**src/rtl/sw_debounce_edge.sv**
```systemverilog
// Push-button conditioner: synchroniser, consecutive-sample debounce FSM and
// one-cycle press / release / long-press strobes for the ring counter stage.
module sw_debounce_edge #(
  parameter int SYNC_STAGES     = 2,
  parameter int DEBOUNCE_CYCLES = 250000,
  parameter int HOLD_CYCLES     = 25000000
) (
  input  logic clk_i,
  input  logic rst_n_i,
  input  logic sw_i,
  output logic sw_level_o,
  output logic press_pulse_o,
  output logic release_pulse_o,
  output logic long_press_o
);

  localparam int DB_W   = $clog2(DEBOUNCE_CYCLES + 1);
  localparam int HOLD_W = $clog2(HOLD_CYCLES + 1);
  localparam logic [DB_W-1:0]   DB_ONE    = DB_W'(1);
  localparam logic [DB_W-1:0]   DB_LAST   = DB_W'(DEBOUNCE_CYCLES - 1);
  localparam logic [HOLD_W-1:0] HOLD_ONE  = HOLD_W'(1);
  localparam logic [HOLD_W-1:0] HOLD_LAST = HOLD_W'(HOLD_CYCLES - 1);
  localparam bit                SINGLE    = (DEBOUNCE_CYCLES == 1);

  typedef enum logic [1:0] {
    S_LOW       = 2'd0,
    S_PEND_HIGH = 2'd1,
    S_HIGH      = 2'd2,
    S_PEND_LOW  = 2'd3
  } state_t;

  logic [SYNC_STAGES-1:0] r_sync;
  logic                   w_sync_s;

  state_t            r_state;
  state_t            w_state_next;
  logic [DB_W-1:0]   r_db_cnt;
  logic [DB_W-1:0]   w_db_next;
  logic              r_level;
  logic              w_level_next;
  logic              r_press;
  logic              w_press_next;
  logic              r_release;
  logic              w_release_next;

  logic [HOLD_W-1:0] r_hold_cnt;
  logic              r_long_fired;
  logic              r_long;
  logic              w_rise;
  logic              w_fall;
  logic              w_hold_en;

  always_ff @(posedge clk_i or negedge rst_n_i) begin
    if (!rst_n_i) begin
      r_sync <= '0;
    end else begin
      r_sync <= {r_sync[SYNC_STAGES-2:0], sw_i};
    end
  end

  assign w_sync_s = r_sync[SYNC_STAGES-1];

  // Any reversal of the synchronised input while pending restarts qualification.
  always_comb begin
    w_state_next   = r_state;
    w_db_next      = r_db_cnt;
    w_press_next   = 1'b0;
    w_release_next = 1'b0;
    case (r_state)
      S_LOW: begin
        w_db_next = '0;
        if (w_sync_s) begin
          if (SINGLE) begin
            w_state_next = S_HIGH;
            w_press_next = 1'b1;
          end else begin
            w_state_next = S_PEND_HIGH;
            w_db_next    = DB_ONE;
          end
        end
      end
      S_PEND_HIGH: begin
        if (!w_sync_s) begin
          w_state_next = S_LOW;
          w_db_next    = '0;
        end else if (r_db_cnt == DB_LAST) begin
          w_state_next = S_HIGH;
          w_db_next    = '0;
          w_press_next = 1'b1;
        end else begin
          w_db_next = r_db_cnt + DB_ONE;
        end
      end
      S_HIGH: begin
        w_db_next = '0;
        if (!w_sync_s) begin
          if (SINGLE) begin
            w_state_next   = S_LOW;
            w_release_next = 1'b1;
          end else begin
            w_state_next = S_PEND_LOW;
            w_db_next    = DB_ONE;
          end
        end
      end
      S_PEND_LOW: begin
        if (w_sync_s) begin
          w_state_next = S_HIGH;
          w_db_next    = '0;
        end else if (r_db_cnt == DB_LAST) begin
          w_state_next   = S_LOW;
          w_db_next      = '0;
          w_release_next = 1'b1;
        end else begin
          w_db_next = r_db_cnt + DB_ONE;
        end
      end
      default: begin
        w_state_next = S_LOW;
        w_db_next    = '0;
      end
    endcase
  end

  assign w_level_next = (w_state_next == S_HIGH) || (w_state_next == S_PEND_LOW);

  always_ff @(posedge clk_i or negedge rst_n_i) begin
    if (!rst_n_i) begin
      r_state   <= S_LOW;
      r_db_cnt  <= '0;
      r_level   <= 1'b0;
      r_press   <= 1'b0;
      r_release <= 1'b0;
    end else begin
      r_state   <= w_state_next;
      r_db_cnt  <= w_db_next;
      r_level   <= w_level_next;
      r_press   <= w_press_next;
      r_release <= w_release_next;
    end
  end

  // Counting only while the level stays high keeps long-press and release exclusive.
  assign w_rise    = w_level_next & ~r_level;
  assign w_fall    = ~w_level_next & r_level;
  assign w_hold_en = r_level & w_level_next & ~r_long_fired;

  always_ff @(posedge clk_i or negedge rst_n_i) begin
    if (!rst_n_i) begin
      r_hold_cnt   <= '0;
      r_long_fired <= 1'b0;
      r_long       <= 1'b0;
    end else begin
      r_long <= 1'b0;
      if (w_rise) begin
        r_hold_cnt <= '0;
      end else if (w_hold_en) begin
        r_hold_cnt <= r_hold_cnt + HOLD_ONE;
        if (r_hold_cnt == HOLD_LAST) begin
          r_long       <= 1'b1;
          r_long_fired <= 1'b1;
        end
      end
      if (w_fall) begin
        r_long_fired <= 1'b0;
      end
    end
  end

  assign sw_level_o      = r_level;
  assign press_pulse_o   = r_press;
  assign release_pulse_o = r_release;
  assign long_press_o    = r_long;

endmodule

```
**config.mk**
```make
export PLATFORM = sky130hd
export DESIGN_NAME = sw_debounce_edge
export DESIGN_NICKNAME = d
export VERILOG_FILES = /design/src/rtl/sw_debounce_edge.sv
export SDC_FILE = /design/constraint.sdc
export NUM_CORES = 1
export LEC_CHECK = 0
export ABC_AREA = 1
export CELL_PAD_IN_SITES_DETAIL_PLACEMENT = 1
export CELL_PAD_IN_SITES_GLOBAL_PLACEMENT = 1
export CORE_MARGIN = 1
export CORE_UTILIZATION = 49
export DETAILED_ROUTE_END_ITERATION = 10
export GPL_ROUTABILITY_DRIVEN = 0
export MAX_ROUTING_LAYER = met4
export PLACE_DENSITY_LB_ADDON = 0.1
export SETUP_SLACK_MARGIN = 0.3
export SLEW_MARGIN = 20
export SYNTH_ARGS = -nofsm -noshare
export SYNTH_HDL_FRONTEND = slang
export SYNTH_SLANG_ARGS = --single-unit
export TNS_END_PERCENT = 10
```
**constraint.sdc**
```tcl
create_clock -name clk_i -period 2.7 [get_ports clk_i]
set_clock_uncertainty 0.15 [all_clocks]
set_input_delay 0.54 -clock clk_i [delete_from_list [all_inputs] [get_ports clk_i]]
set_output_delay 0.54 -clock clk_i [all_outputs]
set_load 0.005 [all_outputs]
```
==> impl_summary.txt <==
----------------------------------------------------
[Clock tree]
  H-tree Lvls ... 2
  TritonCTS Sinks ... 52
  Insertion delay of the later-clocked pin in the worst-skew pair ... 0.32 ns
  Post CTS Setup Buffer Count ... 0
  Count of hold-fix buffers inserted at cts ... 1
  Number of cells upsized or downsized after cts ... 0
  Largest buffer count on any clock path ... 2
  TritonCTS clock tree ... done
  CTS clk-pin slew, worst paths ... 0.10 ns
  Clock buffer count from CTS ... 5
  Library cell used as clock root buffer ... clkbuf_8

[Global route]
  GR Util All Layers ... 28.6%
  Remaining global-route overflow ... 0
  Pin count of the biggest net entering global routing ... 29
  Number of antenna violations at the first check in global routing ... 0
  Number of global-route vias before repair ... 2935
  Global-route wire length before repair ... 14100 um

[Detailed routing]
  Via density ... 5.60
  Total met3 wirelength after detailed routing ... 243 um
  Via count ... 2958
  Sum of routed wire segments on met1 ... 4260 um
  Final routed DRC violation total ... 0
  Top metal layer carrying routed signals ... met4
  Initial DRC count ... 149
  Post-detailed-route count of antenna-violating nets ... 0
  Wire length after detailed routing ... 8470 um
  Pre-Repair DR Iteration Count ... 4
  Detail-routed net length per standard cell ... 16.0 um
  Met2 wirelength from detailed routing ... 3880 um

[Floorplanning]
  Die Area ... 0.00682 sq mm
  Starting density of the core ... 52.2%
  I/O pin total ... 7
  Die height ... 82.6 um
  Number of rows in the core area ... 28
  Die Wd ... 82.6 um
  Std-Cell Core Area ... 0.00610 sq mm

[STA]
  Setup repair after global routing missed its margin ... false
  Post-route fraction of the period consumed by the critical path ... 80.2%
  Number of hold violations in the final report ... 0
  Max-slew headroom ... 51.0%
  Setup TNS after final layout ... 0 ns
  Worst-Margin Slew ... 0.732 ns
  Pins Over Slew Limit ... 0
  Fmax ... 0.462 GHz
  Post-layout min period ... 2.16 ns
  Final setup fails ... 0

[Worst setup path]
  Type of element launching the critical path ... register
  Type of the worst setup path ... register to register
  Worst Path Required ... 2.81 ns
  Kind of end point of the critical path ... register
  Cell with the largest stage delay on the worst path ... dfrtp_1
  Critical path's largest stage delay ... 0.41 ns
  Top fanout value on the critical path ... 25
  Crit path arrival time ... 2.28 ns
  Worst-path cell chain ... ha_1, nand3_2, nor2_4, nand3_2, nand2_2, nand2_2, o21ai_4, nand2_1, nand2_1

[Finish]
  Area of all placed cells without fillers ... 0.00338 sq mm
  Share of cells above drive strength 1 ... 7.06%
  Antenna Diode Count ... 0
  Layout overhead on the synthesized area ... 6.29%
  Final net count ... 457

[Synthesis]
  Average instance area after synthesis ... 7.16 sq um
  Syn Inst Count ... 444
  Sequential-to-total area share from yosys stat ... 40.9%
  Count of yosys warnings during synthesis ... 0
  Count of different cell masters after synthesis ... 29
  Synthesis-stage register bit count ... 52
  Summed instance area of the synthesized netlist ... 0.00318 sq mm
  Total nets after synthesis ... 449

[Placement]
  Placement-stage cell area ... 0.00328 sq mm
  Port Buffer Count ... 6
  Final HPWL from detailed placement ... 6170 um

[Pwr]
  Power density over the cells ... 381 mW/mm^2
  Maximum VDD drop ... 0.274 mV
  Static Leak ... 1.61 nW

[Hold path]
  Hold WC Path Type ... register to register

[Flow run]
  Max-capacitance violation count ... 0

[Outcome]
  Outcome ... finished, final reports clean

----------------------------------------------------
[per-stage QoR]
step / hold WS (ns) / util, % / std cells / setup WS, ns / power, W
global placement: 0.187 / 53.8 / 519 / 0.720 / 0.000837
finish: 0.221 / 55.5 / 528 / 0.535 / 0.00129
floorplan: 0.0944 / - / 444 / 0.991 / 0.000812
CTS: 0.226 / 55.5 / 528 / 0.529 / 0.00130
detailed placement: 0.202 / 53.8 / 519 / 0.559 / 0.000839
global route: 0.236 / 55.5 / 528 / 0.347 / 0.00133
[worst max-delay path: cells and delay by family, from the launching register on]
kind / cells / cell delay, ns
simple gates: 7 / 0.95
flops: 1 / 0.41
compound gates: 1 / 0.36
fa+ha+maj: 1 / 0.23
[cell type report]
cell class,count,area (sq um)
Clock buffer,6,72.6
Clock inverter,2,16.3
Fill cell,818,2720
Inverter,53,199
Multi-Input combinational cell,328,1600
Sequential cell,52,1300
Tap cell,75,93.8
Timing Repair Buffer,12,103
[report_power, final]
group          internal [W]  total (W)  switching [W]
logic            0.00000967  0.0000361      0.0000264
registers          0.000782   0.000787     0.00000480
clock network      0.000185   0.000464       0.000279
total              0.000977    0.00129       0.000310
[routing by layer]
| metal | vias to the layer above | GRT usage (%) |
|---|---|---|
| met4 | 0 | 5.69 |
| met5 | - | - |
| met1 | 1481 | 39.5 |
| met3 | 7 | 4.18 |
| met2 | 43 | 44.8 |
| li1 | 1427 | - |
[cells in the final DEF (no fill, tap or decap), types with 2 or more instances in the layout]
cell type / synthesis / layout
a21oi_1: 9 / 9
buf_4: 0 / 5
clkbuf_8: 0 / 5
clkdlybuf4s50_1: 0 / 5
dfrtp_1: 52 / 52
ha_1: 2 / 2
inv_1: 49 / 49
inv_2: 4 / 4
nand2_1: 147 / 147
nand2_2: 2 / 2
nand3_1: 21 / 21
nand3_2: 3 / 3
nand4_1: 37 / 37
nor2_1: 58 / 58
nor2_2: 4 / 4
nor2_4: 3 / 3
nor3_1: 9 / 9
nor4_1: 2 / 2
o21ai_0: 4 / 4
o21bai_1: 2 / 2
xnor2_1: 4 / 4
xor2_1: 14 / 14
[flip-flops by register name (all words and copies together), names as in the netlist]
name,count
r_hold_cnt,25
r_db_cnt,18
r_state,2
r_sync,2
long_press_o,1
press_pulse_o,1
r_long_fired,1
release_pulse_o,1
sw_level_o,1
[path summary, 6_finish.rpt]
path	slack [ns]	cells past startpoint	to	start
setup / recovery	0.54	9	r_hold_cnt[8]	r_db_cnt[0]
hold / removal	0.22	0	r_sync[1]	r_sync[0]
setup reg to reg	0.54	9	r_hold_cnt[8]	r_db_cnt[0]
hold reg to reg	0.22	0	r_sync[1]	r_sync[0]
max in group asynchronous	1.28	3	r_hold_cnt[9]	rst_n_i
min in group asynchronous	0.51	2	r_hold_cnt[20]	rst_n_i
[cells in the mapped netlist]
cell	number	area, sq um
o21a_1	1	7.51
buf_2	5	25.0
inv_2	4	15.0
nand3b_1	1	7.51
xor2_1	14	123
o21ai_4	1	16.3
o21ai_0	4	20.0
nor3_2	1	10.0
nand2_1	147	552
nor2_1	58	218
nor2_2	4	25.0
nor2_4	3	33.8
nor3_1	9	45.0
o21bai_1	2	15.0
a21oi_1	9	45.0
dfrtp_1	52	1300
nor3b_1	1	7.51
buf_1	1	3.75
nand4_2	1	12.5
nand2_2	2	12.5
inv_1	49	184
and2_1	1	6.26
buf_6	5	56.3
nor4_1	2	12.5
ha_1	2	25.0
nand3_2	3	30.0
nand3_1	21	105
xnor2_1	4	35.0
nand4_1	37	231
[kinds of logic (layout without fill, tap and decap cells)]
family / count (synthesis) / count (layout) / synth area share, %
AOI/OAI and AO/OA: 17 / 17 / 3.27
xor gates and xnor gates: 18 / 18 / 4.96
adders and majority gates: 2 / 2 / 0.787
buffers and inverters: 64 / 73 / 8.93
DFF: 52 / 52 / 40.9
and+or+nand+nor: 291 / 291 / 41.1
(Power assumes the default switching activity.)
